===== src/rtl/io_pkg.sv =====
// Shared constants for the button/switch event path: source indices,
// event word layout and the default debounce length.
package io_pkg;

    localparam int unsigned NUM_SOURCES      = 11;
    localparam int unsigned DEBOUNCE_DEFAULT = 500000;

    localparam int unsigned SRC_UP     = 0;
    localparam int unsigned SRC_LEFT   = 1;
    localparam int unsigned SRC_CENTER = 2;
    localparam int unsigned SRC_RIGHT  = 3;
    localparam int unsigned SRC_DOWN   = 4;
    localparam int unsigned SRC_SW0    = 5;
    localparam int unsigned SRC_SW1    = 6;
    localparam int unsigned SRC_SW2    = 7;
    localparam int unsigned SRC_SW3    = 8;
    localparam int unsigned SRC_SW4    = 9;
    localparam int unsigned SRC_SW5    = 10;

    localparam int unsigned EV_W         = 16;
    localparam int unsigned EV_VALID_BIT = 15;
    localparam int unsigned EV_LEVEL_BIT = 8;
    localparam int unsigned EV_SRC_LSB   = 0;
    localparam int unsigned EV_SRC_W     = 4;

    // Builds a valid event word for one source and its new level.
    function automatic logic [EV_W-1:0] make_event(input logic [EV_SRC_W-1:0] src,
                                                   input logic level);
        logic [EV_W-1:0] ev;
        ev                           = '0;
        ev[EV_VALID_BIT]             = 1'b1;
        ev[EV_LEVEL_BIT]             = level;
        ev[EV_SRC_LSB +: EV_SRC_W]   = src;
        return ev;
    endfunction

endpackage


===== src/rtl/debounce_cell.sv =====
// One input's 2-flop synchronizer plus counter-based debouncer; commit_c
// pulses in the cycle the stable level is about to change.
module debounce_cell
    import io_pkg::*;
#(
    parameter int unsigned DEBOUNCE_CYCLES = DEBOUNCE_DEFAULT
) (
    input  logic clk,
    input  logic reset,
    input  logic raw,
    output logic level,
    output logic commit_c
);

    localparam int unsigned CNT_W = $clog2(DEBOUNCE_CYCLES);

    logic             sync1;
    logic             sync2;
    logic [CNT_W-1:0] cnt;

    assign commit_c = (sync2 != level) && (cnt == CNT_W'(DEBOUNCE_CYCLES - 1));

    always_ff @(posedge clk or posedge reset) begin
        if (reset) begin
            sync1 <= 1'b0;
            sync2 <= 1'b0;
            level <= 1'b0;
            cnt   <= '0;
        end else begin
            sync1 <= raw;
            sync2 <= sync1;
            // Any sample matching the stable level restarts the hold count.
            if (sync2 == level) begin
                cnt <= '0;
            end else if (commit_c) begin
                level <= sync2;
                cnt   <= '0;
            end else begin
                cnt <= cnt + CNT_W'(1);
            end
        end
    end

endmodule


===== src/rtl/button_event_queue.sv =====
// Debounces 5 buttons and 6 switches, converts each committed level change
// into an event word, and queues events in a show-ahead FIFO for the CPU.
module button_event_queue
    import io_pkg::*;
#(
    parameter int unsigned DEBOUNCE_CYCLES = DEBOUNCE_DEFAULT,
    parameter int unsigned FIFO_DEPTH      = 8,
    parameter int unsigned PTR_W           = $clog2(FIFO_DEPTH)
) (
    input  logic             clk,
    input  logic             reset,
    input  logic             button_up,
    input  logic             button_left,
    input  logic             button_center,
    input  logic             button_right,
    input  logic             button_down,
    input  logic [5:0]       switches,
    input  logic             pop,
    input  logic             clear_overflow,
    output logic [EV_W-1:0]  event_out,
    output logic [EV_W-1:0]  status_out,
    output logic [PTR_W:0]   count,
    output logic             overflow
);

    logic [NUM_SOURCES-1:0] raw;
    logic [NUM_SOURCES-1:0] level;
    logic [NUM_SOURCES-1:0] commit;
    logic [NUM_SOURCES-1:0] pending;
    logic [NUM_SOURCES-1:0] pend_lvl;
    logic [NUM_SOURCES-1:0] grant;

    logic [EV_W-1:0]        mem [FIFO_DEPTH];
    logic [PTR_W-1:0]       rd_ptr;
    logic [PTR_W-1:0]       wr_ptr;

    logic                   push_req;
    logic                   push_level;
    logic [EV_SRC_W-1:0]    push_src;
    logic [EV_W-1:0]        push_word;
    logic                   full;
    logic                   pop_eff;
    logic                   push_ok;
    logic                   drop;
    logic [PTR_W:0]         count_n;
    logic [EV_W-1:0]        head_n;

    assign raw        = {switches, button_down, button_right, button_center,
                         button_left, button_up};
    assign status_out = {5'b0, level};

    for (genvar g = 0; g < NUM_SOURCES; g++) begin : g_db
        debounce_cell #(.DEBOUNCE_CYCLES(DEBOUNCE_CYCLES)) u_db (
            .clk      (clk),
            .reset    (reset),
            .raw      (raw[g]),
            .level    (level[g]),
            .commit_c (commit[g])
        );
    end

    // Fixed-priority arbiter: lowest pending index wins the single push slot.
    always_comb begin
        grant      = '0;
        push_req   = 1'b0;
        push_level = 1'b0;
        push_src   = '0;
        for (int i = 0; i < NUM_SOURCES; i++) begin
            if (pending[i] && !push_req) begin
                push_req   = 1'b1;
                grant[i]   = 1'b1;
                push_level = pend_lvl[i];
                push_src   = EV_SRC_W'(i);
            end
        end
    end

    assign push_word = make_event(push_src, push_level);
    assign full      = (count == (PTR_W + 1)'(FIFO_DEPTH));
    assign pop_eff   = pop && (count != '0);
    assign push_ok   = push_req && (!full || pop_eff);
    assign drop      = push_req && full && !pop_eff;

    // Next count and next show-ahead head word.
    always_comb begin
        count_n = count;
        if (push_ok && !pop_eff) begin
            count_n = count + (PTR_W + 1)'(1);
        end else if (!push_ok && pop_eff) begin
            count_n = count - (PTR_W + 1)'(1);
        end

        head_n = event_out;
        if (count_n == '0) begin
            head_n = '0;
        end else if ((count == '0) || (pop_eff && count == (PTR_W + 1)'(1))) begin
            head_n = push_word;
        end else if (pop_eff) begin
            head_n = mem[rd_ptr + PTR_W'(1)];
        end
    end

    always_ff @(posedge clk or posedge reset) begin
        if (reset) begin
            pending   <= '0;
            pend_lvl  <= '0;
            rd_ptr    <= '0;
            wr_ptr    <= '0;
            count     <= '0;
            event_out <= '0;
            overflow  <= 1'b0;
            for (int i = 0; i < FIFO_DEPTH; i++) begin
                mem[i] <= '0;
            end
        end else begin
            pending  <= (pending & ~grant) | commit;
            pend_lvl <= (pend_lvl & ~commit) | (commit & ~level);
            if (push_ok) begin
                mem[wr_ptr] <= push_word;
                wr_ptr      <= wr_ptr + PTR_W'(1);
            end
            if (pop_eff) begin
                rd_ptr <= rd_ptr + PTR_W'(1);
            end
            count     <= count_n;
            event_out <= head_n;
            // A drop in the same cycle as a clear still leaves the flag set.
            overflow  <= drop | (overflow & ~clear_overflow);
        end
    end

endmodule


===== config.mk =====
export PLATFORM = sky130hd
export DESIGN_NAME = button_event_queue
export DESIGN_NICKNAME = d
export VERILOG_FILES = /design/src/rtl/io_pkg.sv /design/src/rtl/debounce_cell.sv /design/src/rtl/button_event_queue.sv
export SDC_FILE = /design/constraint.sdc
export NUM_CORES = 1
export LEC_CHECK = 0
export CAP_MARGIN = 20
export CORE_MARGIN = 2
export CORE_UTILIZATION = 30
export DETAILED_ROUTE_END_ITERATION = 10
export PLACE_DENSITY = 0.45
export SLEW_MARGIN = 0
export SYNTH_ARGS = -nofsm -noshare
export SYNTH_HDL_FRONTEND = slang
export SYNTH_HIERARCHICAL = 1
export SYNTH_SLANG_ARGS = --single-unit

===== constraint.sdc =====
create_clock -name clk -period 2.7 [get_ports clk]
set_input_delay 0.405 -clock clk [delete_from_list [all_inputs] [get_ports clk]]
set_output_delay 0.405 -clock clk [all_outputs]
set_load 0.05 [all_outputs]

==> out/qor.csv, run 1 <==
metric,value,unit
# hold bufs at CTS,0,
count of unique library cells instantiated by Yosys,64,
antenna violations before repair,0,
Antenna Diode Count,0,
library cell used as clock root buffer,sky130_fd_sc_hd__clkbuf_16,
Core Rows,86,
mean number of vias per cell,4.67,
first-pass GRT wire length,59300,microns
maximum number of pins on one net before global-route repair,24,
final clock skew,13.1,ps
count of mapped cells out of synthesis,1513,
crit end category,register,
hold crit path type,primary input to register,
number of nets still failing antenna checks after routing,0,
global placement routability congestion,0.787,
number of global-route vias before repair,11000,
RSZ-0062 raised after global routing,false,
slew at the pin closest to its max-slew limit,627,ps
post-route DRC violation count,0,
Max-Cap Viols,0,
horizontal die dimension,240,microns
clock buffer count from CTS,42,
Synth top area share,49.4,%
Post-Synthesis Cell Area,0.0167,sq mm
pwr dens,650,mW/mm^2
buffers added on ports,36,
post-route worst hold slack,289,ps
cell-by-cell listing of the critical path,inv_1 -> ha_1 -> nor2b_1 -> nand3b_1 -> and2_1 -> nand2_1 -> nor3b_2 -> mux2_2,
Starting Density,30.3,%
outcome,finished clean,
total number of yosys warnings,6,
Core Area,0.0550,sq mm
minimum clock period,2470,ps
number of DRC violations after detailed-routing iteration 0,576,
deepest level of the CTS H-tree,2,
Crit-path slowest cell,sky130_fd_sc_hd__dfrtp_1,
data arrival time at the worst-slack endpoint,2900,ps
required arrival time at the worst endpoint,3130,ps
total of endpoints with negative setup slack in the final report,0,
drt total wl,35300,microns
overall power,12.6,mW
cell types occupying the most area after synthesis,"sky130_fd_sc_hd__dfrtp_1, sky130_fd_sc_hd__xnor2_1, sky130_fd_sc_hd__nor2_1",
1st-pass router iterations,5,
synth-to-layout area growth,16.4,%
post-layout instance area,0.0194,sq mm
global routing usage summed across all routing layers,12.6,%
clock-pin slew of the registers on the worst-case setup and hold paths,50,ps
prevailing post-synth register cell,sky130_fd_sc_hd__dfrtp_1,
per-cell routed wire length,14.8,microns
core occupancy in the finished layout,35.3,%
final setup slack of the worst path,231,ps
remaining global-route overflow,0,
register bit total from synthesis,329,
final setup TNS,0,ps
filler instances,5497,
Setup Slack @ Placement,187,ps
area taken by flip-flops and latches,0.00823,sq mm
share of flip-flops with an asynchronous set or reset,100,%
Post-Layout Cell Count,2377,
vertical die dimension,240,microns
Setup crit start kind,register,
Leakage Power,8.40,nW
detailed-route via count,11100,
Fin. Hold Viols,0,
Die Footprint,0.0575,sq mm
maximum clock frequency,405,MHz
clock tree from TritonCTS,yes,
Post-Synthesis Mean Instance Area,11.0,sq um
number of enable-type register cells in the synthesized netlist,0,
I/O pin count,52,
part of the Yosys area used for sequential elements,49.4,%
Area after DPL,0.0180,sq mm
cell taking the most area after synthesis,sky130_fd_sc_hd__dfrtp_1,
CTS Sinks,329,
number of cells in the design after placement,2302,
detailed-placement wirelength estimate,24500,microns
"IR drop worst, VDD",0.432,mV
Multi-input gate area,0.00796,sq mm
clock insertion delay at the later pin of the skew report,560,ps
fraction of final layout cells sized beyond drive strength 1,15.9,%
Critical Path Max Stage Delay,450,ps
final layout net count,1629,
fraction of the cycle the final worst path needs,91.5,%
max-slew violation count,0,
buffer depth of the longest clock path,3,
maximum net fanout on the critical path,7,
type of the worst setup path,register to register,
headroom to the max-slew limit,57.9,%
layout make-up:
| class | instances | area share [%] |
|---|---|---|
| sequential | 329 | 42.4 |
| clock buffer | 62 | 6.49 |
| tap | 748 | 4.82 |
| clock inverter | 13 | 0.864 |
| timing repair buffer | 67 | 3.25 |
| multi-input combinational | 1100 | 41.0 |
| inverter | 58 | 1.13 |
cells by family (layout without fill, tap and decap cells):
family / count (synthesis) / count (layout) / share of synthesized area (%)
other cells: 1 / 15 / 0.0225
simple gates: 666 / 666 / 23.9
buf+inv: 98 / 200 / 3.23
mux: 91 / 91 / 6.89
xor+xnor: 194 / 194 / 10.2
flops: 329 / 329 / 49.4
fa+ha+maj: 16 / 16 / 1.20
compound gates: 118 / 118 / 5.20
metal layers:
layer  part of all wire (%)  vias to the layer above  track usage [%]
li1                       -                     5500                -
met1                     50                     5412             18.0
met2                     44                      136             19.1
met3                    3.7                       59             2.40
met4                    2.5                        0             4.39
met5                      0                        -                0
worst max-delay path, delay by kind of cell, from the launching register on:
kind,cells,cell delay (ps)
buf+inv,1,90
fa+ha+maj,1,280
simple gates,5,1130
flops,1,450
mux,1,390
flip-flops by register name, summed over array words and instances (netlist names), named ones only:
name             flops
g_db.u_db/sync1     11
count                4
pending             11
overflow             1
g_db.u_db/level     11
wr_ptr               3
rd_ptr               3
event_out            6
g_db.u_db/cnt      209
mem                 48
g_db.u_db/sync2     11
worst paths after layout:
check                                    startpoint                    end  slack (ps)  depth (start not counted)
min in group asynchronous                     reset              async pin         520                          2
worst min register to register  g_db[10].u_db/sync1    g_db[10].u_db/sync2         340                          0
max in group asynchronous                     reset  g_db[10].u_db/cnt[14]        1600                          4
worst max register to register             count[0]                mem[67]         230                          8
worst max-delay path                       count[0]                mem[67]         230                          8
worst min-delay path                   button_right     g_db[3].u_db/sync1         290                          1
what timing repair did:
item,CTS,global route
setup endpoints to repair,0,2
resized for setup,0,1
buffers inserted,0,0
synth_stat cells (2+ instances only):
| cell type | count |
|---|---|
| sky130_fd_sc_hd__a211oi_1 | 18 |
| sky130_fd_sc_hd__a21o_1 | 8 |
| sky130_fd_sc_hd__a21oi_1 | 29 |
| sky130_fd_sc_hd__a22oi_1 | 2 |
| sky130_fd_sc_hd__and2_1 | 3 |
| sky130_fd_sc_hd__and3_1 | 12 |
| sky130_fd_sc_hd__and4_1 | 22 |
| sky130_fd_sc_hd__buf_4 | 15 |
| sky130_fd_sc_hd__buf_6 | 15 |
| sky130_fd_sc_hd__clkbuf_1 | 9 |
| sky130_fd_sc_hd__dfrtp_1 | 329 |
| sky130_fd_sc_hd__ha_1 | 16 |
| sky130_fd_sc_hd__inv_1 | 58 |
| sky130_fd_sc_hd__mux2_2 | 50 |
| sky130_fd_sc_hd__mux2_4 | 5 |
| sky130_fd_sc_hd__mux2i_1 | 24 |
| sky130_fd_sc_hd__mux4_2 | 12 |
| sky130_fd_sc_hd__nand2_1 | 61 |
| sky130_fd_sc_hd__nand2b_1 | 11 |
| sky130_fd_sc_hd__nand3_1 | 47 |
| sky130_fd_sc_hd__nand3b_1 | 14 |
| sky130_fd_sc_hd__nand4_1 | 56 |
| sky130_fd_sc_hd__nand4_2 | 11 |
| sky130_fd_sc_hd__nand4_4 | 11 |
| sky130_fd_sc_hd__nor2_1 | 251 |
| sky130_fd_sc_hd__nor3_1 | 57 |
| sky130_fd_sc_hd__nor3_2 | 12 |
| sky130_fd_sc_hd__nor3b_2 | 2 |
| sky130_fd_sc_hd__nor4_1 | 45 |
| sky130_fd_sc_hd__nor4_2 | 13 |
| sky130_fd_sc_hd__nor4_4 | 11 |
| sky130_fd_sc_hd__nor4b_2 | 11 |
| sky130_fd_sc_hd__o211ai_1 | 3 |
| sky130_fd_sc_hd__o21ai_0 | 31 |
| sky130_fd_sc_hd__o21ai_4 | 11 |
| sky130_fd_sc_hd__o22ai_1 | 4 |
| sky130_fd_sc_hd__or2_2 | 4 |
| sky130_fd_sc_hd__or3_1 | 2 |
| sky130_fd_sc_hd__xnor2_1 | 124 |
| sky130_fd_sc_hd__xor2_1 | 70 |
report_power, final:
group	switching (mW)	leakage, nW	total, mW	internal, mW
registers	0.155	4.50	5.24	5.09
logic	1.02	3.20	1.63	0.613
clock network	2.13	0.705	5.73	3.60
total	3.31	8.40	12.6	9.30
layout by cell type, fill, tap and decap left out, types with 13 or more instances in the layout:
cell type and n:
sky130_fd_sc_hd__nand3b_1 14, sky130_fd_sc_hd__a211oi_1 18, sky130_fd_sc_hd__clkdlybuf4s50_1 36, sky130_fd_sc_hd__nor2_1 251, sky130_fd_sc_hd__and4_1 22, sky130_fd_sc_hd__mux2i_1 24, sky130_fd_sc_hd__nor4_2 13, sky130_fd_sc_hd__xnor2_1 124
sky130_fd_sc_hd__nand3_1 47, sky130_fd_sc_hd__nor4_1 45, sky130_fd_sc_hd__xor2_1 70, sky130_fd_sc_hd__nor3_1 57, sky130_fd_sc_hd__conb_1 15, sky130_fd_sc_hd__clkbuf_16 45, sky130_fd_sc_hd__dfrtp_1 329, sky130_fd_sc_hd__mux2_2 50
sky130_fd_sc_hd__inv_1 57, sky130_fd_sc_hd__nand2_1 61, sky130_fd_sc_hd__buf_4 28, sky130_fd_sc_hd__nand4_1 56, sky130_fd_sc_hd__ha_1 16, sky130_fd_sc_hd__a21oi_1 29, sky130_fd_sc_hd__o21ai_0 31
(Power assumes the default switching activity.)
==> inputs of run 2 (changes only) <==
--- a/config.mk
+++ b/config.mk
@@ -9,9 +9,9 @@
 export CORE_MARGIN = 2
 export CORE_UTILIZATION = 30
 export DETAILED_ROUTE_END_ITERATION = 10
-export PLACE_DENSITY = 0.45
+export GPL_TIMING_DRIVEN = 0
+export PLACE_DENSITY = 0.44
 export SLEW_MARGIN = 0
 export SYNTH_ARGS = -nofsm -noshare
 export SYNTH_HDL_FRONTEND = slang
-export SYNTH_HIERARCHICAL = 1
 export SYNTH_SLANG_ARGS = --single-unit
==> constraint.sdc (replaced) <==
create_clock -name clk -period 2.9 [get_ports clk]
set_input_delay 0.435 -clock clk [delete_from_list [all_inputs] [get_ports clk]]
set_output_delay 0.435 -clock clk [all_outputs]
set_load 0.05 [all_outputs]
==> out/qor.csv, run 2 <==
metric,value,unit,change
Area after DPL,0.0167,sq mm,-7.0%
part of the Yosys area used for sequential elements,54.0,%,+4.6 points
"IR drop worst, VDD",0.345,mV,-20%
share of flip-flops with an asynchronous set or reset,100,%,unchanged
Critical Path Max Stage Delay,670,ps,+220 ps
Leakage Power,7.93,nW,-5.7%
cell taking the most area after synthesis,sky130_fd_sc_hd__dfrtp_1,,
detailed-placement wirelength estimate,21100,microns,-14%
prevailing post-synth register cell,sky130_fd_sc_hd__dfrtp_1,,
final layout net count,1563,,-4.1%
Post-Synthesis Mean Instance Area,10.7,sq um,-3.2%
crit end category,register,,
core occupancy in the finished layout,36.0,%,+0.70 points
first-pass GRT wire length,53200,microns,-10%
Core Area,0.0502,sq mm,-8.8%
required arrival time at the worst endpoint,3280,ps,+150 ps
count of mapped cells out of synthesis,1429,,-5.6%
total number of yosys warnings,0,,-6
largest registers,"g_db.u_db.cnt x209, mem x48",,
synth-to-layout area growth,18.5,%,
final clock skew,17.4,ps,+4.34 ps
number of nets still failing antenna checks after routing,0,,unchanged
fraction of the cycle the final worst path needs,93.4,%,+1.9 points
"commonest cells after routing, fill and taps aside","sky130_fd_sc_hd__dfrtp_1, sky130_fd_sc_hd__nor2_1, sky130_fd_sc_hd__xor2_1",,
clock-pin slew of the registers on the worst-case setup and hold paths,60,ps,about the same
per-cell routed wire length,13.8,microns,-7.3%
outcome,finished clean,,
minimum clock period,2710,ps,+239 ps
number of global-route vias before repair,10300,,-7.0%
"reg-to-reg slack, setup",190,ps,-40 ps
fraction of final layout cells sized beyond drive strength 1,12.4,%,-3.5 points
slew at the pin closest to its max-slew limit,844,ps,+217 ps
"delay-heaviest family, CP",simple AND/OR/NAND/NOR gates,,
buffer depth of the longest clock path,3,,unchanged
maximum clock frequency,369,MHz,-8.8%
cell-by-cell listing of the critical path,nor3_1 -> nand3_2 -> mux4_2 -> nor4_4 -> a2111oi_0,,
Antenna Diode Count,0,,unchanged
post-route worst hold slack,277,ps,-12.0 ps
total of endpoints with negative setup slack in the final report,0,,unchanged
Starting Density,30.4,%,+0.058 points
antenna violations before repair,0,,unchanged
most common library cells after synthesis,"sky130_fd_sc_hd__dfrtp_1, sky130_fd_sc_hd__nor2_1, sky130_fd_sc_hd__xor2_1",,
Post-Synthesis Cell Area,0.0152,sq mm,-8.6%
post-route DRC violation count,0,,unchanged
max FFs per register,209,,unchanged
drt total wl,30700,microns,-13%
buffers added on ports,36,,unchanged
horizontal die dimension,229,microns,-4.3%
CTS Sinks,329,,unchanged
number of DRC violations after detailed-routing iteration 0,431,,-25%
register bit total from synthesis,329,,unchanged
Crit-path slowest cell,sky130_fd_sc_hd__nor3_1,,
mean number of vias per cell,4.52,,-3.3%
hold crit path type,primary input to async pin,,
deepest level of the CTS H-tree,2,,unchanged
global routing usage summed across all routing layers,12.1,%,-0.50 points
Fin. Hold Viols,0,,unchanged
count of unique library cells instantiated by Yosys,52,,-19%
clock insertion delay at the later pin of the skew report,550,ps,about the same
top register by number of flip-flops,g_db.u_db.cnt,,
Core Rows,82,,-4.7%
number of enable-type register cells in the synthesized netlist,0,,unchanged
"most common cell after layout, fill and taps aside",sky130_fd_sc_hd__dfrtp_1,,
filler instances,5020,,-8.7%
max-slew violation count,0,,unchanged
RSZ-0062 raised after global routing,false,,
vertical die dimension,229,microns,-4.3%
pwr dens,627,mW/mm^2,-3.4%
post-layout instance area,0.0181,sq mm,-6.9%
Die Footprint,0.0526,sq mm,-8.4%
maximum net fanout on the critical path,7,,unchanged
data arrival time at the worst-slack endpoint,3090,ps,+190 ps
cell types occupying the most area after synthesis,"sky130_fd_sc_hd__dfrtp_1, sky130_fd_sc_hd__xor2_1, sky130_fd_sc_hd__nor2_1",,
Synth top area share,54.0,%,+4.6 points
library cell used as clock root buffer,sky130_fd_sc_hd__clkbuf_16,,
headroom to the max-slew limit,43.5,%,-14 points
critical path buffer and inverter count,0,,-1
global placement routability congestion,0.740,,-5.9%
1st-pass router iterations,5,,unchanged
clock buffer count from CTS,40,,-4.8%
remaining global-route overflow,0,,unchanged
I/O pin count,52,,unchanged
clock tree from TritonCTS,yes,,
most frequent cell after synthesis,sky130_fd_sc_hd__dfrtp_1,,
maximum number of pins on one net before global-route repair,40,,+67%
Setup crit start kind,register,,
Max-Cap Viols,0,,unchanged
type of the worst setup path,register to register,,
detailed-route via count,10100,,-9.1%
[run 2: changes by cell type in the layout (fill, tap and decap cells not counted), moves of 17 or more]
cell and delta:
sky130_fd_sc_hd__clkbuf_1 +17, sky130_fd_sc_hd__inv_1 -29, sky130_fd_sc_hd__nand2_1 +31, sky130_fd_sc_hd__nand3_1 +58, sky130_fd_sc_hd__nand4_1 -22, sky130_fd_sc_hd__nor3_1 -36, sky130_fd_sc_hd__nor4_1 -31, sky130_fd_sc_hd__xnor2_1 -26
sky130_fd_sc_hd__xor2_1 +45
[run 2: timing repair]
| item | CTS | global route |
|---|---|---|
| buffers inserted | 0 | 0 |
| pin swaps | 0 | 0 |
| hold buffers | 0 | 0 |
| endpoints found under the setup margin | 10 | 46 |
| hold endpoints to repair | 0 | 0 |
| resized for setup | 1 | 6 |
[run 2: kinds of logic (layout without fill, tap and decap cells)]
group | after synthesis | in the layout | synth area share [%]
compound gates | 64 | 64 | 2.50
xor+xnor | 213 | 213 | 12.2
fa+ha+maj | 16 | 16 | 1.31
flops | 329 | 329 | 54.0
other cells | 1 | 15 | 0.0246
buf+inv | 87 | 206 | 2.92
mux | 70 | 70 | 6.02
simple gates | 649 | 649 | 21.0
[run 2: worst reg2reg max path, stage by stage, from the launching register on]
cell	delay (ps)
sky130_fd_sc_hd__dfrtp_1	440
sky130_fd_sc_hd__nor3_1	670
sky130_fd_sc_hd__nand3_2	270
sky130_fd_sc_hd__mux4_2	550
sky130_fd_sc_hd__nor4_4	490
sky130_fd_sc_hd__a2111oi_0	120
[run 2: power by group]
group	switching (mW)	leakage, nW	internal, mW
clock network	1.96	0.644	3.02
logic	0.933	2.79	0.541
registers	0.137	4.49	4.74
total	3.03	7.93	8.30
[run 2: final timing paths]
kind                                     from              endpoint  cells past startpoint
min in group clk                button_center    g_db[2].u_db.sync1                      1
setup / recovery                   pending[8]          event_out[8]                      5
setup reg to reg                   pending[8]          event_out[8]                      5
max in group asynchronous               reset   g_db[5].u_db.cnt[9]                      6
hold / removal                          reset  g_db[1].u_db.cnt[15]                      2
hold reg to reg            g_db[4].u_db.sync1    g_db[4].u_db.sync2                      0
[run 2: area by class of cell]
cell class	instances	area (sq um)	share of cell area [%]
plain buffers	57	333	1.84
clock buffers	58	1150	6.37
clock inverters	14	155	0.859
inverters	29	113	0.623
multi-input cells	1027	6660	36.9
flip-flops and latches	329	8230	45.6
well taps	672	841	4.66
repair buffers	48	578	3.20
[run 2: per-stage QoR]
| step | worst slack (ps) | cells | setup TNS, ps | power [mW] |
|---|---|---|---|---|
| 6_report | 192 | 2234 | 0 | 11.3 |
| 5_1_grt | 0.527 | 2234 | 0 | 11.9 |
| 4_1_cts | 6.50 | 2235 | 0 | 11.6 |
| 3_5_place_dp | -35.3 | 2163 | -387 | 6.45 |
| 3_3_place_gp | -4610 | 2151 | -1510280 | 6.41 |
| 2_1_floorplan | -1930 | 1443 | -634210 | 5.99 |
[run 2: per-layer routing]
layer / global-route usage [%] / wire, microns
met1: 17.2 / 15500
met5: 0 / 0
met3: 2.73 / 991
met4: 3.57 / 700
met2: 18.5 / 13600
==> inputs of run 3 (changes only) <==
--- a/config.mk
+++ b/config.mk
@@ -11,6 +11,7 @@
 export DETAILED_ROUTE_END_ITERATION = 10
 export GPL_TIMING_DRIVEN = 0
 export PLACE_DENSITY = 0.44
+export SETUP_SLACK_MARGIN = 0.15
 export SLEW_MARGIN = 0
 export SYNTH_ARGS = -nofsm -noshare
 export SYNTH_HDL_FRONTEND = slang
==> out/qor.csv, run 3 (synthesis results as in run 2) <==
metric,value,unit,change
clock tree from TritonCTS,yes,,
detailed-route via count,10100,,+0.16%
minimum clock period,2590,ps,-122 ps
vertical die dimension,229,microns,unchanged
Antenna Diode Count,0,,unchanged
global routing usage summed across all routing layers,12.1,%,about the same
library cell used as clock root buffer,sky130_fd_sc_hd__clkbuf_16,,
max FFs per register,209,,unchanged
"IR drop worst, VDD",0.345,mV,about the same
filler instances,5010,,-0.20%
required arrival time at the worst endpoint,3330,ps,+50 ps
buffers added on ports,36,,unchanged
"commonest cells after routing, fill and taps aside","sky130_fd_sc_hd__dfrtp_1, sky130_fd_sc_hd__nor2_1, sky130_fd_sc_hd__xor2_1",,
I/O pin count,52,,unchanged
Core Area,0.0502,sq mm,unchanged
core occupancy in the finished layout,36.3,%,+0.25 points
synth-to-layout area growth,19.3,%,
Max-Cap Viols,0,,unchanged
largest registers,"g_db.u_db.cnt x209, mem x48",,
type of the worst setup path,register to register,,
top register by number of flip-flops,g_db.u_db.cnt,,
final clock skew,17.4,ps,+0.0398 ps
worst-case reg-to-reg path depth,7,,+2
maximum clock frequency,387,MHz,+4.7%
number of nets still failing antenna checks after routing,0,,unchanged
buffer depth of the longest clock path,3,,unchanged
Setup crit start kind,register,,
slew at the pin closest to its max-slew limit,844,ps,-0.108 ps
clock-pin slew of the registers on the worst-case setup and hold paths,60,ps,about the same
crit end category,register,,
Die Footprint,0.0526,sq mm,unchanged
Leakage Power,7.99,nW,+0.76%
number of DRC violations after detailed-routing iteration 0,434,,+0.70%
total of endpoints with negative setup slack in the final report,0,,unchanged
final setup TNS,0,ps,unchanged
"most common cell after layout, fill and taps aside",sky130_fd_sc_hd__dfrtp_1,,
per-cell routed wire length,13.8,microns,about the same
pwr dens,626,mW/mm^2,-0.22%
post-route DRC violation count,0,,unchanged
number of global-route vias before repair,10300,,+0.039%
deepest level of the CTS H-tree,2,,unchanged
Fin. Hold Viols,0,,unchanged
clock insertion delay at the later pin of the skew report,550,ps,about the same
maximum net fanout on the critical path,8,,+1
Reg2Reg Capture Point,mem[3],,
1st-pass router iterations,4,,-1
data arrival time at the worst-slack endpoint,3010,ps,-80 ps
drt total wl,30800,microns,+0.34%
max-slew violation count,0,,unchanged
"reg-to-reg slack, setup",310,ps,+120 ps
clock buffer count from CTS,40,,unchanged
outcome,finished clean,,
Core Rows,82,,unchanged
startpoint of the most critical register-to-register path,count[1],,
remaining global-route overflow,0,,unchanged
detailed-placement wirelength estimate,21100,microns,unchanged
headroom to the max-slew limit,43.5,%,about the same
first-pass GRT wire length,53200,microns,about the same
RSZ-0062 raised after global routing,false,,
antenna violations before repair,0,,unchanged
fraction of final layout cells sized beyond drive strength 1,13.4,%,+1.0 points
maximum number of pins on one net before global-route repair,40,,unchanged
CTS Sinks,329,,unchanged
Starting Density,30.4,%,unchanged
horizontal die dimension,229,microns,unchanged
final layout net count,1570,,+0.45%
global placement routability congestion,0.740,,unchanged
fraction of the cycle the final worst path needs,89.2,%,-4.2 points
hold crit path type,primary input to async pin,,
mean number of vias per cell,4.51,,-0.15%
run 3: stage by stage:
step / instances / total power [mW] / setup slack [ps] / hold slack [ps] / instance area, sq um
floorplan: 1443 / 5.99 / -1930 / 331 / 15300
global placement: 2151 / 6.41 / -4610 / 336 / 16500
detailed placement: 2163 / 6.45 / -35.3 / 336 / 16700
CTS: 2235 / 11.6 / 6.50 / 262 / 18000
global route: 2241 / 12.0 / 164 / 277 / 18200
finish: 2241 / 11.4 / 313 / 276 / 18200
run 3: what timing repair did:
item | 4_1_cts | 5_1_grt
hold buffers | 0 | 0
pin swaps | 0 | 4
buffers inserted | 0 | 6
endpoints found under the setup margin | 49 | 84
resized for setup | 4 | 19
run 3: worst max-delay path by stage:
stage	startpoint	endpoint
after global routing	g_db[0].u_db.cnt[0]	g_db[0].u_db.cnt[9]
final	count[1]	mem[3]
after floorplan	reset	async pin
after global placement	reset	g_db[5].u_db.cnt[9]
after CTS	count[1]	mem[67]
after detailed placement	g_db[8].u_db.cnt[0]	g_db[8].u_db.cnt[17]
run 3: critical path: stages (launching register included):
cell and delay [ps]:
sky130_fd_sc_hd__dfrtp_1 460, sky130_fd_sc_hd__inv_1 120, sky130_fd_sc_hd__ha_1 280, sky130_fd_sc_hd__and4bb_2 320, sky130_fd_sc_hd__a31oi_4 280, sky130_fd_sc_hd__nand2_1 220, sky130_fd_sc_hd__nor2_2 390, sky130_fd_sc_hd__mux2_2 380
run 3: where the power goes:
group          total (mW)  internal [mW]  switching (mW)  leakage (nW)
combinational        1.52          0.567           0.951          2.85
clock                4.99           3.02            1.97         0.644
sequential           4.88           4.74           0.139          4.49
run 3: routing by layer:
metal  track usage [%]  routed length (microns)
met2              18.5                    13600
met5                 0                        0
met4              3.57                      710
met3              2.73                     1030
met1              17.2                    15500
run 3: final cells by class:
cell class / instances / area, sq um / share of cell area (%)
sequential: 329 / 8230 / 45.3
multi-input combinational: 1027 / 6720 / 36.9
clock buffer: 58 / 1150 / 6.32
tap: 672 / 841 / 4.62
timing repair buffer: 54 / 636 / 3.49
buffer: 58 / 340 / 1.87
clock inverter: 14 / 155 / 0.853
inverter: 29 / 113 / 0.619
